### src/rtl/boothmul_r4.sv
`default_nettype none
// ============================================================================
// Module   : boothmul_r4
// Purpose  : Sequential radix-4 Booth multiplier, signed or unsigned operands,
//            full-width exact product. One Booth digit retired per clock.
// Revision : 1.0 - initial release
// ----------------------------------------------------------------------------
// Ports
//   clk   in   1               rising-edge clock
//   rst_n in   1               synchronous active-low reset
//   arm   in   1               level request, held high for the whole operation
//   uns   in   1               1 = unsigned operands, 0 = two's complement
//   a1    in   A1_LEN          multiplicand (sampled at load)
//   a2    in   A2_LEN          multiplier   (sampled at load)
//   outn  out  A1_LEN+A2_LEN   registered product
//   fin   out  1               registered, high while outn is valid
// Configuration
//   BOOTHMUL_R4_EARLY_EN  when defined, CALC finishes early as soon as the
//                         remaining multiplier digits are all zero.
// ============================================================================
module boothmul_r4 #(
  parameter int A1_LEN = 32,
  parameter int A2_LEN = 32
) (
  input  logic                     clk,
  input  logic                     rst_n,
  input  logic                     arm,
  input  logic                     uns,
  input  logic [A1_LEN-1:0]        a1,
  input  logic [A2_LEN-1:0]        a2,
  output logic [A1_LEN+A2_LEN-1:0] outn,
  output logic                     fin
);

  localparam int ITER = A2_LEN / 2 + 1;
  // Multiplier field: always holds at least one extension bit, so an
  // unsigned operand is never seen as negative by the recoder.
  localparam int MW   = 2 * ITER;
  // Accumulator field: +/-2A plus the geometric tail of earlier partial
  // sums (up to 8/3 |A|) must fit without wrapping.
  localparam int AW   = A1_LEN + 3;
  // P = {accumulator, multiplier, bit below the multiplier}
  localparam int PW   = AW + MW + 1;
  localparam int OW   = A1_LEN + A2_LEN;
  localparam int CW   = $clog2(ITER + 1);

  localparam logic [CW-1:0] C_LAST = CW'(ITER - 1);

  typedef enum logic [1:0] {
    S_IDLE = 2'd0,
    S_CALC = 2'd1,
    S_DONE = 2'd2
  } state_t;

  state_t          r_state;
  logic [PW-1:0]   r_p;
  logic [AW-1:0]   r_a;
  logic [AW-1:0]   r_neg_a;
  logic [CW-1:0]   r_cnt;

  logic [AW-1:0]   w_a_ext;
  logic [MW-1:0]   w_m_ext;
  logic [AW-1:0]   w_add;
  logic [PW-1:0]   w_sum;
  logic [PW-1:0]   w_step;

  // Operand extension: zero for unsigned, sign for two's complement.
  assign w_a_ext = uns ? {{(AW - A1_LEN){1'b0}}, a1}
                       : {{(AW - A1_LEN){a1[A1_LEN-1]}}, a1};
  assign w_m_ext = uns ? {{(MW - A2_LEN){1'b0}}, a2}
                       : {{(MW - A2_LEN){a2[A2_LEN-1]}}, a2};

  // Booth digit recode from the low three bits of P.
  always_comb begin
    w_add = '0;
    case (r_p[2:0])
      3'b001, 3'b010: w_add = r_a;
      3'b011:         w_add = {r_a[AW-2:0], 1'b0};
      3'b100:         w_add = {r_neg_a[AW-2:0], 1'b0};
      3'b101, 3'b110: w_add = r_neg_a;
      default:        w_add = '0;
    endcase
  end

  // Partial product lands on the accumulator field only.
  assign w_sum  = r_p + {w_add, {(MW + 1){1'b0}}};
  assign w_step = $unsigned($signed(w_sum) >>> 2);

`ifdef BOOTHMUL_R4_EARLY_EN
  logic [CW-1:0]   w_rem;
  logic [PW-1:0]   w_mask;
  logic            w_early;
  logic [PW-1:0]   w_skip;

  assign w_rem = CW'(ITER) - r_cnt;

  // Unconsumed multiplier bits sit in P[2*rem:1]; P[0] is the bit below.
  always_comb begin
    w_mask = '0;
    for (int i = 0; i <= MW; i++) begin
      if (i <= 2 * int'(w_rem)) w_mask[i] = 1'b1;
    end
  end

  // All-equal tail means every remaining digit recodes to zero, so the
  // rest of the operation collapses to a single arithmetic shift.
  assign w_early = ((r_p & w_mask) == '0) || ((r_p & w_mask) == w_mask);
  assign w_skip  = $unsigned($signed(r_p) >>> {w_rem, 1'b0});
`endif

  always_ff @(posedge clk) begin
    if (!rst_n) begin
      r_state <= S_IDLE;
      r_p     <= '0;
      r_a     <= '0;
      r_neg_a <= '0;
      r_cnt   <= '0;
      outn    <= '0;
      fin     <= 1'b0;
    end else if (!arm) begin
      r_state <= S_IDLE;
      fin     <= 1'b0;
    end else begin
      case (r_state)
        S_IDLE: begin
          r_p     <= {{AW{1'b0}}, w_m_ext, 1'b0};
          r_a     <= w_a_ext;
          r_neg_a <= -w_a_ext;
          r_cnt   <= '0;
          fin     <= 1'b0;
          r_state <= S_CALC;
        end
        S_CALC: begin
`ifdef BOOTHMUL_R4_EARLY_EN
          if (w_early) begin
            r_p     <= w_skip;
            outn    <= w_skip[OW:1];
            fin     <= 1'b1;
            r_state <= S_DONE;
          end else begin
            r_p   <= w_step;
            r_cnt <= r_cnt + CW'(1);
            if (r_cnt == C_LAST) begin
              outn    <= w_step[OW:1];
              fin     <= 1'b1;
              r_state <= S_DONE;
            end
          end
`else
          r_p   <= w_step;
          r_cnt <= r_cnt + CW'(1);
          if (r_cnt == C_LAST) begin
            outn    <= w_step[OW:1];
            fin     <= 1'b1;
            r_state <= S_DONE;
          end
`endif
        end
        S_DONE: begin
          fin <= 1'b1;
        end
        default: begin
          r_state <= S_IDLE;
          fin     <= 1'b0;
        end
      endcase
    end
  end

endmodule
`default_nettype wire

### config.mk
export PLATFORM = sky130hd
export DESIGN_NAME = boothmul_r4
export DESIGN_NICKNAME = d
export VERILOG_FILES = /design/src/rtl/boothmul_r4.sv
export SDC_FILE = /design/constraint.sdc
export NUM_CORES = 1
export LEC_CHECK = 0
export ABC_CLOCK_PERIOD_IN_PS = 5500
export BUFFER_PORTS_ARGS = -buffer_cell sky130_fd_sc_hd__buf_2
export CORE_MARGIN = 2
export CORE_UTILIZATION = 60
export CTS_BUF_LIST = sky130_fd_sc_hd__clkbuf_4 sky130_fd_sc_hd__clkbuf_8
export CTS_CLUSTER_SIZE = 30
export DETAILED_ROUTE_END_ITERATION = 10
export GPL_TIMING_DRIVEN = 0
export HOLD_SLACK_MARGIN = 0.03
export PLACE_DENSITY = 0.82
export RECOVER_POWER = 50
export SLEW_MARGIN = 20
export SYNTH_ARGS = -nofsm -noshare
export SYNTH_HDL_FRONTEND = slang
export SYNTH_SLANG_ARGS = --single-unit
### constraint.sdc
create_clock -name clk -period 5.5 [get_ports clk]
set_input_delay 0.275 -clock clk [delete_from_list [all_inputs] [get_ports clk]]
set_output_delay 0.275 -clock clk [all_outputs]
set_load 0.03 [all_outputs]
Word level (Yosys, flattened, before mapping)
Cells that the tools add are included.
{"block": "word_totals", "register_bits": 212, "inputBits": 68, "out_inout_bits": 65, "wordCells": 39}
{"block": "op_classes", "n_eq_ne": 10, "bitwise": 1, "n_addsub": 3, "n_reduce_logical": 9, "mux": 9}
{"cell": "one-hot mux 35 bit (4 select lines)", "n": 1}
{"cell": "one-hot mux 70 bit (2 select lines)", "n": 1}
{"cell": "adder 70 bit", "n": 1}
{"cell": "2-to-1 mux 35 bit", "n": 1}
{"cell": "negator 35 bit", "n": 1}
{"cell": "2-to-1 mux 34 bit", "n": 1}
{"cell": "one-hot mux 5 bit (2 select lines)", "n": 1}
{"cell": "equality test 3 bit, second input constant", "n": 3}
{"cell": "AND reduction 2 bit", "n": 4}
{"cell": "equality test 3 x 2 -> 1 bit, second input constant", "n": 2}
{"cell": "one-hot mux 2 bit (3 select lines)", "n": 1}
{"cell": "adder 5 x 1 -> 5 bit, second input constant", "n": 1}
{"cell": "equality test 5 bit, second input constant", "n": 1}
{"cell": "OR reduction 2 bit", "n": 2}
{"cell": "equality test 3 x 1 -> 1 bit, second input constant", "n": 1}
{"cell": "AND reduction 3 bit", "n": 1}
{"cell": "equality test 2 x 1 -> 1 bit, second input constant", "n": 1}
{"cell": "equality test 2 bit, second input constant", "n": 1}
{"cell": "logical NOT 2 bit", "n": 1}
{"cell": "2-to-1 mux 2 bit", "n": 1}
{"cell": "inequality test 2 bit, second input constant", "n": 1}
{"cell": "one-hot mux 1 bit (2 select lines)", "n": 1}
{"cell": "nonzero test 2 bit", "n": 1}
{"cell": "2-to-1 mux 1 bit", "n": 1}
{"cell": "inverter 1 bit", "n": 1}

Longest topological paths before layout
{"block": "depth", "word_depth": 5, "mapped_depth": 16, "ltp_nobuf": 14}

Worst setup path before layout
OpenSTA, ideal clock, no wires.
{"block": "synth_path", "kind": "reg-to-reg", "from": "register r_p[1]", "to": "register r_p[66]", "required_ps": 5381, "stages_incl_launch_ff": 17, "n_path_buf": 2, "setup_time_ps": 119, "arrival_ps": 3662, "setup_slack_ps": 1718, "period_less_slack_ps": 3782, "path_cell_list": "dfxtp_1 > xor2_1 > clkbuf_1 > buf_1 > a221oi_1 > nor2_1 > ha_1 > a21oi_1 > o21ai_0 > a221o_1 > a221o_1 > o221ai_1 > o21ai_0 > a311oi_2 > nor3_1 > o31ai_1 > nand2_1"}
{"block": "synth_between", "elab_chain_len": 5, "elab_cells_between_ends": 11, "cone_classes": "add/sub (1); eq/ne (6); mux (2); reduce/logical (2)"}
{"item": "start: declaration", "line": "56", "source": "logic [PW-1:0] r_p;"}
{"item": "start signal: assignment", "line": "126", "source": "r_p <= {{AW{1'b0}}, w_m_ext, 1'b0};"}
{"item": "start signal: assignment", "line": "150", "source": "r_p <= w_step;"}
{"item": "equality test 3 bit (tied with other cells)", "line": "76", "source": "case (r_p[2:0])"}
{"item": "OR reduction 2 bit", "line": "76"}
{"item": "one-hot mux 35 bit (4 select lines)", "line": "76"}
{"item": "adder 70 bit *", "line": "86", "source": "assign w_sum = r_p + {w_add, {(MW + 1){1'b0}}};"}
{"item": "one-hot mux 70 bit (2 select lines) *", "line": "124", "source": "case (r_state)"}
Mark *: on every way between the ends. The rest lies on a longest branch, timed or not.
A chain may end at the register's enable or synchronous reset.

Worst setup path in the final report
{"block": "layout_path", "from": "register r_p[2]", "to": "register r_p[68]"}
The elaborated chain is that of the path after synthesis.

==> summary.md <==
| Metric | Value |
|---|---|
| Outcome | completed |
| Post-synth EDFFs | 0 |
| Post-Synth Adder-Cell Area | 4.974% |
| R2R cell count | 16 |
| CTS sink count | 207 |
| 1st-pass router iterations | 5 |
| Vias in the first global route | 9776 |
| Worst Setup Slack, final | 0.4058 ns |
| Placed cells | 1716 |
| GR Util All Layers | 31.39% |
| Synth Net Count | 1471 |
| Post-synthesis mux area share | 0.2102% |
| Worst-path clk slew | 0.07 ns |
| Synth area leaders | dfxtp_1, nand2_1, a21oi_1 |
| Nets@finish | 1656 |
| Post-synthesis register bit count | 207 |
| Cell taking the most area after synthesis | dfxtp_1 |
| Cts bufs inserted | 35 |
| Min Tclk post-route | 5.094 ns |
| Max cap viols | 0 |
| RD Place Congestion | 0.9299 |
| CTS tree | built |
| Dpl cell area | 11650 um2 |
| HP Start | a1[7] |
| Required time of the critical path | 5.92 ns |
| Drt wl/cell | 16.83 um |
| Post-DP HPWL | 21.98 mm |
| CP endpoint kind | flip-flop |
| Die area | 18950 um2 |
| Worst min-delay path class | input port to flip-flop |
| First-pass GRT wire length | 47.54 mm |
| Post-Syn Area | 10720 um2 |
| Die X-Extent | 137.6 um |
| Synth-to-Final Area Change | 16.28% |
| Synth top cells by count | nand2_1, dfxtp_1, a21oi_1, clkbuf_1, nor2_1 |
| Fin crit share | 92.62% |
| Register area | 4144 um2 |
| Initial DRC Count | 663 |
| Achievable frequency | 196.3 MHz |
| Gate power share | 13.9% |
| Post-route cell area | 12460 um2 |
| CP Data Arrival Time | 5.52 ns |
| Crit path kind | flip-flop to flip-flop |
| Crit start category | flip-flop |
| Flop pwr share | 46.0% |
| Total Wirelength | 30.20 mm |
| Via count | 10.71k |
| Top_reg_cell synth | dfxtp_1 |
| Clock buffer depth | 3 |
| Switch share | 27.95% |
| H-tree levels | 2 |
| Hold Fails Final Rpt | 0 |
| Cells after Synth | 1361 |
| Filler Cells Inserted | 1473 |
| Post-CTS sizing | 0 |
| Core region area | 17360 um2 |
| Drt drc | 0 |
| Multi-input gate area in the final layout | 6106 um2 |
| Finished Layout Cells | 1795 |
| Avg Vias per Cell | 5.968 |
| Psw | 0.9804 mW |
| Initial antenna violation count | 0 |
| Max_slew headroom | 36.16% |
| Worst-skew pair later-pin latency | 0.53 ns |
| Cell variety after synth | 62 |
| RSZ-0062 raised after global routing | false |
| Initial Utilization | 61.74% |
| Complex-gate fraction of the synthesized area | 26.08% |
| CP Launch Point | r_p[2]$_SDFFE_PN0P_ |
| Layout cell share with drive strength beyond 1 | 9.299% |
| Most frequent cell after synthesis | nand2_1 |
| Power per cell area | 281.5 nW/um2 |
| # diodes | 0 |
| Hold path depth | 3 |
| Final clock skew | 0.02136 ns |
| Max VDD drop | 0.0001857 V |
| Final Slew Violations | 0 |
| Combinational family with the most area after synthesis | compound AO/OA/AOI/OAI gates |
| Sum Neg Setup Slack | 0 ns |
| Avg Cell Area, Syn | 7.874 um2 |
| Overflow after GRT | 0 |
| Synth warn | 0 |
| Area share of xor/xnor cells in the synthesized design | 4.740% |
| Root buffer cell | clkbuf_8 |
| Pint | 2.528 mW |
| Clock network fraction of total power | 40.1% |
| Pre-CTS WS | 0.6296 ns |
| Die Ht | 137.6 um |
| Setup violations, final | 0 |
| Boundary Pins | 133 |
| Worst-Margin Slew | 0.9452 ns |
| Port bufs | 130 |
| Core Rows | 48 |
| Largest net degree at the start of global routing | 11 |
| Fraction of the yosys area taken by sequential cells | 38.67% |
| Simple-gate share of the synthesized area | 20.97% |
| Worst hold margin | 0.04550 ns |
| Routed Antenna Nets | 0 |
| Synth top area share | 38.67% |
| Crit path max fanout | 10 |
| Ys async rst share | 0% |
| Worst R2R Start | r_p[2]$_SDFFE_PN0P_ |
| P_leak | 4.669 nW |
[final timing paths]
check	to	slack, ns
setup / recovery	r_p[68]$_SDFFE_PN0P_	0.41
hold / removal	r_a[7]$_SDFFE_PN0P_	0.05
hold reg to reg	r_p[66]$_SDFFE_PN0P_	0.45
setup reg to reg	r_p[68]$_SDFFE_PN0P_	0.41
[kinds of logic (layout without fill, tap and decap cells)]
logic type,Yosys count,in the layout
simple gates,487,487
compound gates,442,442
fa+ha+maj,42,42
buf+inv,123,332
xor+xnor,58,58
flops,207,207
mux,2,2
[final cells by class]
type / count / area share [%]
buffer: 101 / 3.073
clock buffer: 56 / 5.533
clock inverter: 5 / 0.2008
inverter: 22 / 0.6627
multi-input combinational: 1031 / 49.00
sequential: 207 / 33.26
tap: 225 / 2.259
timing repair buffer: 148 / 6.015
[metal layers]
layer | global-route usage [%] | up-vias | wire length (um)
met5 | 0 | - | 0
met4 | 10.19 | 0 | 743
met3 | 5.298 | 65 | 2189
met2 | 54.39 | 418 | 14330
met1 | 39.63 | 4972 | 12940
li1 | - | 5257 | -
[registers in the layout, summed over array words and instances, names as in the netlist]
name and flops:
r_neg_a 34, r_cnt 5, r_a 33, fin 1, r_state 2, outn 64, r_p 68
[power by group through the flow]
stage               Sequential, mW  Clock, mW  Combinational (mW)
finish                        1.61       1.41               0.488
global route                  1.62       1.48               0.537
CTS                           1.61       1.42               0.478
detailed placement            1.64          0               0.465
global placement              1.64          0               0.458
floorplan                     1.62          0               0.329
[timing repair]
item                      CTS  global route
hold buffers               18             0
buffers inserted            0             0
hold endpoints to repair   18             0
[cell usage in the layout, fill, tap and decap left out, drive strengths merged, types with 7 or more instances in the layout]
cell type	synthesis	layout
nand3b	33	33
a21oi	196	196
a21o	12	12
or3	7	7
nor2b	13	13
xor2	24	24
nor4	8	8
nor3	13	13
o221ai	33	33
inv	21	21
nand2	270	270
buf	9	73
nand3	20	20
a22oi	21	21
xnor2	34	34
a221oi	63	63
clkbuf	92	214
ha	41	41
dlygate4sd3	0	18
nor2	85	85
dfxtp	207	207
nand4	7	7
a22o	9	9
o21ai	73	73
and2	7	7
[worst max-delay path, cell delays in order, from the launching register on]
cell and delay [ns]:
dfxtp_1 0.32, clkbuf_1 0.44, clkinv_1 0.40, clkbuf_1 0.29, a221oi_1 0.31, nor2_1 0.10
ha_1 0.37, nand4_1 0.17, nor3_1 0.23, nor3_1 0.11, a41oi_1 0.30, a41oi_1 0.26
o41ai_1 0.82, a211oi_1 0.21, xnor2_1 0.31, o22ai_1 0.14, a22o_1 0.20
[metrics by stage]
| stage | util (%) | power [mW] |
|---|---|---|
| after CTS | 72.27 | 3.511 |
| after global placement | 67.11 | 2.098 |
| after floorplan | - | 1.954 |
| after detailed placement | 67.11 | 2.108 |
| final | 71.79 | 3.508 |
| after global routing | 71.79 | 3.636 |
Power figures use the tool's default switching activity.
